--- src/rtl/gotchi_pkg.sv ---
// Shared constants and state encodings for the EngiGotchi sprite display path.
package gotchi_pkg;

  localparam int unsigned SCREEN_W   = 160;
  localparam int unsigned SCREEN_H   = 120;
  localparam int unsigned SPRITE_PIX = 16;

  localparam int unsigned CLR_LAST = SCREEN_W * SCREEN_H - 1;
  localparam int unsigned PIX_LAST = SPRITE_PIX - 1;

  localparam int unsigned CLR_W   = 15;
  localparam int unsigned PIX_W   = 5;
  localparam int unsigned STATE_W = 3;
  localparam int unsigned COLOUR_W = 3;

  localparam logic [COLOUR_W-1:0] COLOUR_BLACK = 3'b000;

  typedef enum logic [STATE_W-1:0] {
    ST_IDLE  = 3'd0,
    ST_CLEAR = 3'd1,
    ST_DRAW  = 3'd2,
    ST_WAIT  = 3'd3,
    ST_ERASE = 3'd4,
    ST_MOVE  = 3'd5
  } state_e;

endpackage

--- src/rtl/step_counter.sv ---
// Loadable up-counter that flags when it sits on its terminal value.
module step_counter #(
  parameter int unsigned W    = 8,
  parameter int unsigned LAST = 255
) (
  input  logic clk,
  input  logic reset,
  input  logic load_i,
  input  logic en_i,
  output logic tc_o
);

  logic [W-1:0] count_q, count_d;

  // Load to zero has priority over counting.
  always_comb begin
    count_d = count_q;
    if (load_i) begin
      count_d = '0;
    end else if (en_i) begin
      count_d = count_q + W'(1);
    end
  end

  // Count register.
  always_ff @(posedge clk) begin
    if (reset) begin
      count_q <= '0;
    end else begin
      count_q <= count_d;
    end
  end

  assign tc_o = (count_q == W'(LAST));

endmodule

--- src/rtl/sprite_anim_ctrl.sv ---
// Frame sequencer for the sprite datapath: clear once, then erase/move/redraw per frame tick.
module sprite_anim_ctrl
  import gotchi_pkg::*;
(
  input  logic               clk,
  input  logic               reset,
  input  logic               go,
  input  logic               stop,
  input  logic               pause,
  input  logic               frame_tick,
  output logic               dp_reset,
  output logic               erase,
  output logic               plot_en,
  output logic               update,
  output logic               vga_write,
  output logic               busy,
  output logic               overrun,
  output logic [STATE_W-1:0] state
);

  state_e state_q, state_d;
  logic   dp_reset_q, dp_reset_d;
  logic   erase_q, erase_d;
  logic   plot_en_q, plot_en_d;
  logic   update_q, update_d;
  logic   vga_write_q, vga_write_d;
  logic   busy_q, busy_d;
  logic   overrun_q, overrun_d;
  logic   clr_en, pix_en, clr_tc, pix_tc, busy_now;

  // Counters run only in their own states and sit at zero otherwise, so entry always starts at 0.
  assign clr_en   = (state_q == ST_CLEAR);
  assign pix_en   = (state_q == ST_DRAW) || (state_q == ST_ERASE);
  assign busy_now = (state_q == ST_CLEAR) || (state_q == ST_DRAW) ||
                    (state_q == ST_ERASE) || (state_q == ST_MOVE);

  step_counter #(.W(CLR_W), .LAST(CLR_LAST)) u_clr_cnt (
    .clk    (clk),
    .reset  (reset),
    .load_i (!clr_en),
    .en_i   (clr_en),
    .tc_o   (clr_tc)
  );

  step_counter #(.W(PIX_W), .LAST(PIX_LAST)) u_pix_cnt (
    .clk    (clk),
    .reset  (reset),
    .load_i (!pix_en),
    .en_i   (pix_en),
    .tc_o   (pix_tc)
  );

  // Next state, sticky overrun, and Moore strobes decoded from the next state so they register in step.
  always_comb begin
    state_d     = state_q;
    dp_reset_d  = 1'b0;
    erase_d     = 1'b0;
    plot_en_d   = 1'b0;
    update_d    = 1'b0;
    vga_write_d = 1'b0;
    busy_d      = 1'b0;
    overrun_d   = overrun_q | (frame_tick & busy_now);

    case (state_q)
      ST_IDLE:  if (go) state_d = ST_CLEAR;
      ST_CLEAR: if (clr_tc) state_d = ST_DRAW;
      ST_DRAW:  if (pix_tc) state_d = ST_WAIT;
      ST_WAIT: begin
        if (stop) begin
          state_d = ST_IDLE;
        end else if (frame_tick && !pause) begin
          state_d = ST_ERASE;
        end
      end
      ST_ERASE: if (pix_tc) state_d = ST_MOVE;
      ST_MOVE:  state_d = ST_DRAW;
      default:  state_d = ST_IDLE;
    endcase

    case (state_d)
      ST_IDLE:  dp_reset_d = 1'b1;
      ST_CLEAR: begin
        erase_d     = 1'b1;
        vga_write_d = 1'b1;
        busy_d      = 1'b1;
      end
      ST_DRAW: begin
        plot_en_d   = 1'b1;
        vga_write_d = 1'b1;
        busy_d      = 1'b1;
      end
      ST_ERASE: begin
        plot_en_d   = 1'b1;
        erase_d     = 1'b1;
        vga_write_d = 1'b1;
        busy_d      = 1'b1;
      end
      ST_MOVE: begin
        update_d = 1'b1;
        busy_d   = 1'b1;
      end
      default: ;
    endcase
  end

  // State, strobe and overrun registers.
  always_ff @(posedge clk) begin
    if (reset) begin
      state_q     <= ST_IDLE;
      dp_reset_q  <= 1'b1;
      erase_q     <= 1'b0;
      plot_en_q   <= 1'b0;
      update_q    <= 1'b0;
      vga_write_q <= 1'b0;
      busy_q      <= 1'b0;
      overrun_q   <= 1'b0;
    end else begin
      state_q     <= state_d;
      dp_reset_q  <= dp_reset_d;
      erase_q     <= erase_d;
      plot_en_q   <= plot_en_d;
      update_q    <= update_d;
      vga_write_q <= vga_write_d;
      busy_q      <= busy_d;
      overrun_q   <= overrun_d;
    end
  end

  assign dp_reset  = dp_reset_q;
  assign erase     = erase_q;
  assign plot_en   = plot_en_q;
  assign update    = update_q;
  assign vga_write = vga_write_q;
  assign busy      = busy_q;
  assign overrun   = overrun_q;
  assign state     = state_q;

endmodule

--- config.mk ---
export PLATFORM = sky130hd
export DESIGN_NAME = sprite_anim_ctrl
export DESIGN_NICKNAME = d
export VERILOG_FILES = /design/src/rtl/gotchi_pkg.sv /design/src/rtl/step_counter.sv /design/src/rtl/sprite_anim_ctrl.sv
export SDC_FILE = /design/constraint.sdc
export NUM_CORES = 1
export LEC_CHECK = 0
export ABC_AREA = 1
export CAP_MARGIN = 15
export CORE_MARGIN = 2
export CORE_UTILIZATION = 58
export DETAILED_ROUTE_END_ITERATION = 7
export PLACE_DENSITY = 0.78
export SLEW_MARGIN = 20
export SYNTH_ARGS = -nofsm -noshare
export SYNTH_HDL_FRONTEND = slang
export SYNTH_SLANG_ARGS = --single-unit
--- constraint.sdc ---
create_clock -name clk -period 4 [get_ports clk]
set_input_delay 0.6 -clock clk [delete_from_list [all_inputs] [get_ports clk]]
set_output_delay 0.6 -clock clk [all_outputs]
set_load 0.02 [all_outputs]
Yosys cells after proc, flatten, opt, wreduce, memory -nomap -nowiden
Cells that the tools add are included.
{"block": "classes", "n_addsub": 2, "eq_ne": 11, "muxes": 13, "bitwise_logic": 4, "reduce_logical": 14}
{"operator": "3-bit 2-to-1 mux", "n": 6}
{"operator": "3-bit one-hot mux with 6 select lines", "n": 1}
{"operator": "15-bit by 1-bit adder with 15-bit output (second input constant)", "n": 1}
{"operator": "15-bit equality test (second input constant)", "n": 1}
{"operator": "3-bit equality test (second input constant)", "n": 4}
{"operator": "3-bit by 2-bit equality test with 1-bit output (second input constant)", "n": 3}
{"operator": "2-bit OR reduction", "n": 4}
{"operator": "3-bit by 1-bit equality test with 1-bit output (second input constant)", "n": 2}
{"operator": "3-bit logical NOT", "n": 2}
{"operator": "1-bit 2-to-1 mux", "n": 6}
{"operator": "5-bit by 1-bit adder with 5-bit output (second input constant)", "n": 1}
{"operator": "5-bit by 4-bit equality test with 1-bit output (second input constant)", "n": 1}
{"operator": "1-bit logical OR", "n": 4}
{"operator": "4-bit OR reduction", "n": 1}
{"operator": "3-bit OR reduction", "n": 1}
{"operator": "1-bit NOT", "n": 2}
{"operator": "1-bit bitwise AND", "n": 1}
{"operator": "1-bit logical AND", "n": 1}
{"operator": "1-bit logical NOT", "n": 1}
{"operator": "1-bit OR", "n": 1}
{"block": "word_totals", "regBits": 30, "input_bits": 6, "out_inout_bits": 10}

Depth between registers and ports, before layout
{"block": "depth", "depth_word": 8, "mapped_depth": 10, "mapped_depth_nobuf": 10}

By module
From an unflattened synthesis, not the netlist that was laid out.
{"block": "hier_totals", "hier_cells": 220, "hier_area_um2": 1490.2}
{"mod": "step_counter (u_clr_cnt)", "n_inst": 1, "cells_per_inst": 121, "area_each_um2": 795.8, "seq_area_each_um2": 300.3}
{"mod": "sprite_anim_ctrl", "n_inst": 1, "cells_per_inst": 70, "area_each_um2": 471.7, "seq_area_each_um2": 200.2}
{"mod": "step_counter (u_pix_cnt)", "n_inst": 1, "cells_per_inst": 29, "area_each_um2": 222.7, "seq_area_each_um2": 100.1}

Worst setup path after synthesis
Ideal clock, no wire load.
{"block": "synth_path", "path_kind": "reg-to-reg", "start": "reg u_pix_cnt.count_q[0]", "end": "reg busy_q (netlist: busy)", "arrival_time_ns": 1.332, "required_ns": 3.877, "slack_ns": 2.546, "stages_incl_launch_ff": 11, "n_path_buf": 0, "cell_sequence": "dfxtp_1 ha_1 nand2_1 nor2_1 ha_1 nor2_1 nor2_2 nor2_4 nand2_1 nand3_1 nand3_1"}
{"block": "synth_between", "elab_chain_len": 6, "word_cells_on_any_way": 10}
{"element": "from (decl)", "line": "step_counter.sv:13", "text": "logic [W-1:0] count_q, count_d;"}
{"element": "from (signal assigned)", "line": "step_counter.sv:30", "text": "count_q <= count_d;"}
{"element": "5-bit by 4-bit equality test with 1-bit output (*)", "line": "step_counter.sv:34", "text": "assign tc_o = (count_q == W'(LAST));"}
{"element": "3-bit 2-to-1 mux, on equally long branches", "line": "sprite_anim_ctrl.sv:75, sprite_anim_ctrl.sv:67"}
{"element": "3-bit one-hot mux with 6 select lines (*)", "line": "sprite_anim_ctrl.sv:64", "text": "case (state_q)"}
{"element": "3-bit equality test, or another cell as far along", "line": "sprite_anim_ctrl.sv:80", "text": "case (state_d)"}
{"element": "4-bit OR reduction (no line) (*)"}
{"element": "1-bit 2-to-1 mux (*)", "line": "sprite_anim_ctrl.sv:80"}
{"element": "to (signal assigned)", "line": "sprite_anim_ctrl.sv:124", "text": "busy_q <= busy_d;"}
{"element": "to (decl)", "line": "sprite_anim_ctrl.sv:27", "text": "logic busy_q, busy_d;"}
Mark *: on every way between the ends. The rest lies on a longest branch, timed or not.
A chain may end at the register's enable or synchronous reset.

Worst setup path in the final report
{"block": "layout_path", "start": "reg state_q[0] (netlist: state[0])", "end": "out state[0]"}
{"element": "from (decl)", "line": "sprite_anim_ctrl.sv:21", "text": "state_e state_q, state_d;"}
{"element": "from (signal assigned)", "line": "sprite_anim_ctrl.sv:118", "text": "state_q <= state_d;"}
{"element": "to (decl)", "line": "sprite_anim_ctrl.sv:18", "text": "output logic [STATE_W-1:0] state"}
No word-level cell between the ends.

==> out/metrics.cfg <==
[outcome]
status=finished clean

[detailed_routing]
wl_um=2580
wl_per_cell_um=11.4
vias_per_cell=5.33
drc=0
vias=1204
first_pass_iters=4
ant_nets=0
dr.first_iter.drc_count=31

[min_path]
hp-class=reg2reg
hold_path_end=u_clr_cnt.count_q[0]$_SDFF_PP0_
min_from=u_clr_cnt.count_q[0]$_SDFF_PP0_
hold_depth=1

[cells_and_area]
final_cell_mix=dfxtp_1, nand2_1, nor2_1, inv_1, nand3_1
fillers=176
drive_gt1_frac=0.106
nNetsFinal=208
antenna_cells=0
area.sequential_um2=601
final_common_cell=dfxtp_1
area_growth_pct=16.4
multi_input_area_um2=631
fin_area_mm2=0.00156

[setup_path]
reg2reg_to=busy$_SDFF_PP0_
max_stage_delay_ps=660
path_buf_inv=1
path_cells=clkdlybuf4s50_1
cp.required_ps=3400
start_kind=flip-flop
worstSetupEndpointType=primary output
rr_startpoint=u_pix_cnt.count_q[0]$_SDFF_PP0_
crit_family=buffers and inverters
rr_worst_depth=10
cp_slowest_cell=clkdlybuf4s50_1
crit_path_max_fanout=8
arrival_ps=1480
r2r_setup_slack_ps=2390
criticalPathCategory=reg2out

[sta]
drv_slew=0
tns_ps=0
hold_ws_ps=457
finalClockSkew_ps=13.2
setup_viol=0
worst_slew_pin_slew_ps=372
clock.fmax_mhz=482
fin_crit_ps=2080
timing.final.crit_share=0.519
hold_violations=0
slew_headroom=0.752
grt_setup_unrepaired=false

[yosys]
synth_nets=188
yosys.area_share.xor_xnor=0.0131
netlist_instances=179
ys_ff_latch=30
synthSimpleGateAreaFrac=0.328
syn_area_per_cell_um2=7.49
synth_compound_area_frac=0.101
synth_mux_area_frac=0
synth_top_family_by_area=simple AND/OR/NAND/NOR gates
synth_cell_types=25
synthAdderAreaFrac=0.0280
ys_seq_area_frac=0.448
synth_warnings=0
syn_area_mm2=0.00134

[clocking]
clkLatencyLatePin_ps=330
clk_pin_slew_ps=90
cts-hold-fix-buffers=0
postCtsSetupBuffers=0
cts-root-buf=clkbuf_4
cts_buffers=5
cts_sinks=30
post_cts_resized=0
cts_tree=yes
htreeDepth=2
cts.path.max_buffers=2

[die]
die_w_um=52.1
core-area_mm2=0.00219
initial_core_util=0.612
rows=17
ios=16
dieHeight_um=52.1
die_area_mm2=0.00271

[flow_run]
drv_cap=0

[place]
dpl_cell_area_mm2=0.00151
dp_hpwl_um=1920
gp_congestion=0.823
portBuffers=15

[global_routing]
overflow=0
grt_max_degree=12
antenna_found_initial=0
gr-usage-all-layers=0.222
grt_pass1_vias=1062
grt_pass1_wl_um=4330

[power]
power_density_mw_per_mm2=337
p_leak_uw=0.000611
vdd_drop_max_v=0.000220
power.total_uw=526

## cells in the mapped netlist (all sizes together)
cell type | instances | area [um^2]
dfxtp | 30 | 601
xor2 | 2 | 17.5
inv | 25 | 93.8
buf | 2 | 16.3
o21ai | 10 | 50.1
o21a | 2 | 15.0
nand2 | 31 | 121
and3 | 1 | 6.26
nand3 | 18 | 100
ha | 3 | 37.5
nor2 | 29 | 139
a31oi | 1 | 6.26
nor3 | 7 | 35.0
nand4 | 4 | 25.0
nor3b | 1 | 7.51
or2 | 1 | 6.26
a21oi | 12 | 63.8
## flip-flops by register name, indices dropped and copies added, names as in the netlist
name / cells
u_clr_cnt.count_q: 15
dp_reset: 1
plot_en: 1
busy: 1
erase: 1
state: 3
vga_write: 1
overrun: 1
update: 1
u_pix_cnt.count_q: 5
## area by class of cell
class / count / share of cell area
clock buffer: 6 / 0.0329
inverter: 25 / 0.0601
multi-input combinational: 122 / 0.404
sequential: 30 / 0.385
tap: 28 / 0.0224
timing repair buffer: 15 / 0.0962
## cell families after synthesis
kind of cell	count (synthesis)
AOI/OAI and AO/OA	25
xor gates and xnor gates	2
adders and majority gates	3
buffers and inverters	27
DFF	30
and+or+nand+nor	92
## per-layer routing
| metal | vias up | wire length [um] | GRT usage | part of all wire |
|---|---|---|---|---|
| li1 | 620 | - | - | - |
| met1 | 548 | 1130 | 0.253 | 0.44 |
| met2 | 30 | 1270 | 0.365 | 0.49 |
| met3 | 6 | 139 | 0.0805 | 0.054 |
| met4 | 0 | 46 | 0.110 | 0.018 |
| met5 | - | 0 | 0 | 0 |
## power breakdown
group	internal, uW	switching, uW	total (uW)	leakage, uW
Combinational	19.5	24.5	43.9	0.000338
Clock	79.0	95.0	174	0.0000302
Sequential	304	3.64	308	0.000243
## metrics by stage
stage          instances   util  setup slack, ps
2_1_floorplan        179      -             2550
3_3_place_gp         220  0.689             1940
3_5_place_dp         220  0.689             1850
4_1_cts              226  0.713             1930
5_1_grt              226  0.713             1880
6_report             226  0.713             1920
## worst max-delay path by stage
| stage | start | to | depth (start not counted) |
|---|---|---|---|
| final | state[0]$_SDFF_PP0_ | state[0] | 1 |
| after global routing | state[0]$_SDFF_PP0_ | state[0] | 1 |
| after CTS | state[2]$_SDFF_PP0_ | state[2] | 1 |
| after detailed placement | reset | u_clr_cnt.count_q[8]$_SDFF_PP0_ | 6 |
| after global placement | reset | u_clr_cnt.count_q[3]$_SDFF_PP0_ | 6 |
| after floorplan | u_pix_cnt.count_q[0]$_SDFF_PP0_ | busy$_SDFF_PP0_ | 10 |
(Power assumes the default switching activity.)
==> RTL change 1 (same flow settings) <==
Change the package constant `CLR_W` from 15 to 19.
--- a/src/rtl/gotchi_pkg.sv
+++ b/src/rtl/gotchi_pkg.sv
@@ -10,3 +10,3 @@
 
-  localparam int unsigned CLR_W   = 15;
+  localparam int unsigned CLR_W   = 19;
   localparam int unsigned PIX_W   = 5;
Check against the original RTL: same outputs for any inputs over 10 cycles, from zero or initial values and one cycle with reset high; that may be too few to reach the edited logic, so the function may still have changed.
==> RTL change 1 against the original RTL <==
Hold slack got worse by 0.0017 ns; final cell count rose by 15%; design area rose by 18%; wire length rose by 18%; setup slack got worse by 0.099 ns; fmax fell by 4.5%; combinational power rose by 7.3%; sequential cell count rose by 4; critical path depth rose by 3; power rose by 37%; synthesized area rose by 16%; critical endpoint is now u_clr_cnt.count_q[2].
==> RTL change 1: results <==
[grt]
use_met3_pct = 6.28
grtUsageMet1_pct = 24.4
grt_max_degree = 12
number_of_global_route_vias_before_repair = 1350
number_of_antenna_violations_at_the_first_check_in_global_routing = 0
use_met2_pct = 38.3
grt_pass1_wl_um = 5460
gr-usage-all-layers_pct = 22.0

[critical_path]
worstPathArrival_ns = 2.43
worst_path_max_delay_cell = nor2_1
worst_reg_to_reg_setup_slack_ns = 1.93
critical_path_fanouts_max = 11
slowest_delay_ns = 0.57
cp_top_family = buffers and inverters

[timing]
max_slew.worst_pin.slew_ns = 0.637
final.setup.tns_ns = 0
final.setup_skew_ns = 0.00654
hold_slack_ns = 0.456
final_min_period_over_clock_period_pct = 54.4

[placed_design]
numPortBuffers = 15
gpl.final_weighted_congestion = 0.888
dp_hpwl_um = 2320
numPlacedInstances = 252
pre_cts_ws_ns = 1.51

[clock_network]
clockBufferDepth = 2
post-cts-setup-buffers = 0
clock_pin_slew_of_the_registers_on_the_worst_case_setup_and_hold_paths_ns = 0.10
worst_skew_pair_later_pin_latency_ns = 0.33
cts_made_buffers = 5
post_cts_resize_count = 0
cts-root-buf = clkbuf_4
clock_tree.htree_level_count = 2

[routing]
drt-pass1-iter-count = 4
routed_via_density = 5.32
drtIter0Drc = 35
finalWirelength_um = 3050

[finish]
nNetsFinal = 238
final_cell_count_no_fill = 260
largest_register_ffs = 19
insertedDiodeCount = 0
layout-drive-gt1-share_pct = 9.57
top_register = u_clr_cnt.count_q

[pwr]
cellLeakagePower_nw = 0.673
vdd_drop_max_uv = 412

[synthesis]
syn-num-nets = 218
post_synth_inst_count = 209
synth.yosys.seq_area_share_pct = 43.7
yosys-top-cells-count = nor2_1 (38), nand2_1 (36), dfxtp_1 (34)
synth_cell_type_count = 30
post_synth_main_area_contributors = dfxtp_1 (44%), nor2_1 (9.2%), nand2_1 (8.7%)
synth-async-reset-ratio_pct = 0
postSynth.topFlopCell = dfxtp_1
synth_warnings = 0

[outcome]
status = completed

[worst_hold_path]
timing.hold.worst.class = reg -> reg
-- RTL change 1: cell type report --
type	instances	area, um2
multi-input combinational	148	773
sequential	34	681
fill	212	653
timing repair buffer	15	150
inverter	25	93.8
clock inverter	2	60.1
clock buffer	6	51.3
tap	30	37.5
-- RTL change 1: final timing paths --
kind                                            from              endpoint  cells past startpoint
worst max register to register              state[0]  u_clr_cnt.count_q[2]                      6
worst min register to register  u_pix_cnt.count_q[0]  u_pix_cnt.count_q[0]                      1
worst min-delay path            u_pix_cnt.count_q[0]  u_pix_cnt.count_q[0]                      1
worst max-delay path                           reset  u_clr_cnt.count_q[2]                      4
-- RTL change 1: layer usage --
| layer | vias up | part of all wire, % |
|---|---|---|
| met5 | - | 0 |
| met4 | 0 | 2.0 |
| met3 | 8 | 4.1 |
| met2 | 29 | 50 |
| met1 | 627 | 44 |
| li1 | 719 | - |
-- RTL change 1: through the flow --
stage               utilization (%)  instance area (um2)  total power, mW
detailed placement             69.4                 1740            0.402
CTS                            73.9                 1850            0.725
global placement               69.4                 1740            0.402
global route                   73.9                 1850            0.743
floorplan                         -                 1560            0.383
finish                         73.9                 1850            0.718
-- RTL change 1: power breakdown --
group / leakage [nW] / switching [mW] / internal [mW]
sequential: 0.276 / 0.00346 / 0.344
combinational: 0.339 / 0.0263 / 0.0208
clock: 0.0585 / 0.112 / 0.212
-- RTL change 1: kinds of logic after synthesis --
group | synth area share (%)
buffers and inverters | 6.59
AND/OR/NAND/NOR | 35.0
adder cells (fa/ha/maj) | 2.41
flip-flops | 43.7
XOR/XNOR | 0.563
AO/OA/AOI/OAI | 11.7
==> RTL change 2 (same settings) <==
Made on the original files. Register the output `erase` once more, with the module's reset; this adds one clock of latency there. The other outputs are not delayed to match.
--- a/src/rtl/sprite_anim_ctrl.sv
+++ b/src/rtl/sprite_anim_ctrl.sv
@@ -129,3 +129,9 @@
   assign dp_reset  = dp_reset_q;
-  assign erase     = erase_q;
+  always_ff @(posedge clk) begin
+    if (reset) begin
+      erase <= '0;
+    end else begin
+      erase <= erase_q;
+    end
+  end
   assign plot_en   = plot_en_q;
Formal check against the unedited RTL: not equivalent (a bounded check fails within 4 cycles, from zero or initial values and one cycle with reset high).
==> RTL change 2 against the original RTL <==
Fmax fell by 0.65%; setup slack got worse by 0.014 ns; design area rose by 9.0%; clock skew fell by 0.0047 ns; wire length rose by 14%; sequential power rose by 4%; synthesized area rose by 7.3%; largest cell class unchanged; sequential cell count rose by 1; critical path type unchanged; power rose by 18%; via count rose by 2.8%.
==> RTL change 2: results <==
[outcome]
status = completed

[timing]
final.setup_skew_ns = 0.00853
slew_hr_pct = 79.2

[finish]
fill_cells = 194
nNetsFinal = 217
layout-drive-gt1-share_pct = 15.8

[grt]
grt_pass1_wl_um = 4860

[placed_design]
numPlacedInstances = 231
pre_cts_ws_ns = 1.95
dp_hpwl_um = 2250
numPortBuffers = 15
gpl.final_weighted_congestion = 0.860
post_dp_cell_area_um2 = 1620

[pwr]
cellLeakagePower_nw = 0.630
vdd_drop_max_uv = 498
power.net_switching_uw = 139

[synthesis]
syn-num-nets = 196
synth.yosys.seq_area_share_pct = 43.1
synth_area_per_cell_um2 = 7.69

[routing]
total_via_count_after_detailed_routing = 1238
drtIter0Drc = 12
routed_via_density = 5.18
post_drt_wl_per_cell_um = 12.3

[clock_network]
cts-root-buf = clkbuf_4

[critical_path]
critical_path_fanouts_max = 5
[RTL change 2: logic make-up (layout without fill, tap and decap cells)]
family	after synthesis	in the layout	share of synthesized area, %
flops	31	31	43.1
compound gates	18	18	7.22
simple gates	110	110	39.3
fa+ha+maj	3	3	2.61
buf+inv	23	45	6.52
xor+xnor	2	2	1.22
[RTL change 2: tightest hold or removal path: stages (launching register included)]
cell and delay, ns:
dfxtp_1 0.31, inv_1 0.04, nor2_1 0.03
[RTL change 2: worst paths after layout]
kind,from,endpoint,slack (ns),cells after the start
worst max register to register,u_pix_cnt.count_q[0],busy,2.36,10
worst max-delay path,state[2],state[2],1.91,1
worst min-delay path,erase_q,erase,0.42,2
worst min register to register,erase_q,erase,0.42,2
[RTL change 2: final cells by class]
type	instances	area [um2]	share of cell area [%]
clock buffer	6	51.3	3.01
clock inverter	2	35.0	2.06
inverter	22	82.6	4.85
multi-input combinational	133	724	42.6
sequential	31	621	36.5
tap	30	37.5	2.21
timing repair buffer	15	150	8.82
[RTL change 2: layer usage]
layer / global-route usage [%] / share of wire [%] / wire, um / vias to the layer above
li1: - / - / - / 647
met1: 26.1 / 43 / 1260 / 558
met2: 39.4 / 50 / 1460 / 24
met3: 11.4 / 4.8 / 141 / 9
met4: 15.0 / 2.7 / 78 / 0
met5: 0 / 0 / 0 / -
[RTL change 2: power groups by stage]
stage / Clock [mW] / Combinational, mW / Sequential [mW]
after floorplan: 0 / 0.0242 / 0.332
after global placement: 0 / 0.0483 / 0.326
after detailed placement: 0 / 0.0493 / 0.326
after CTS: 0.262 / 0.0499 / 0.319
after global routing: 0.277 / 0.0538 / 0.320
final: 0.255 / 0.0496 / 0.319
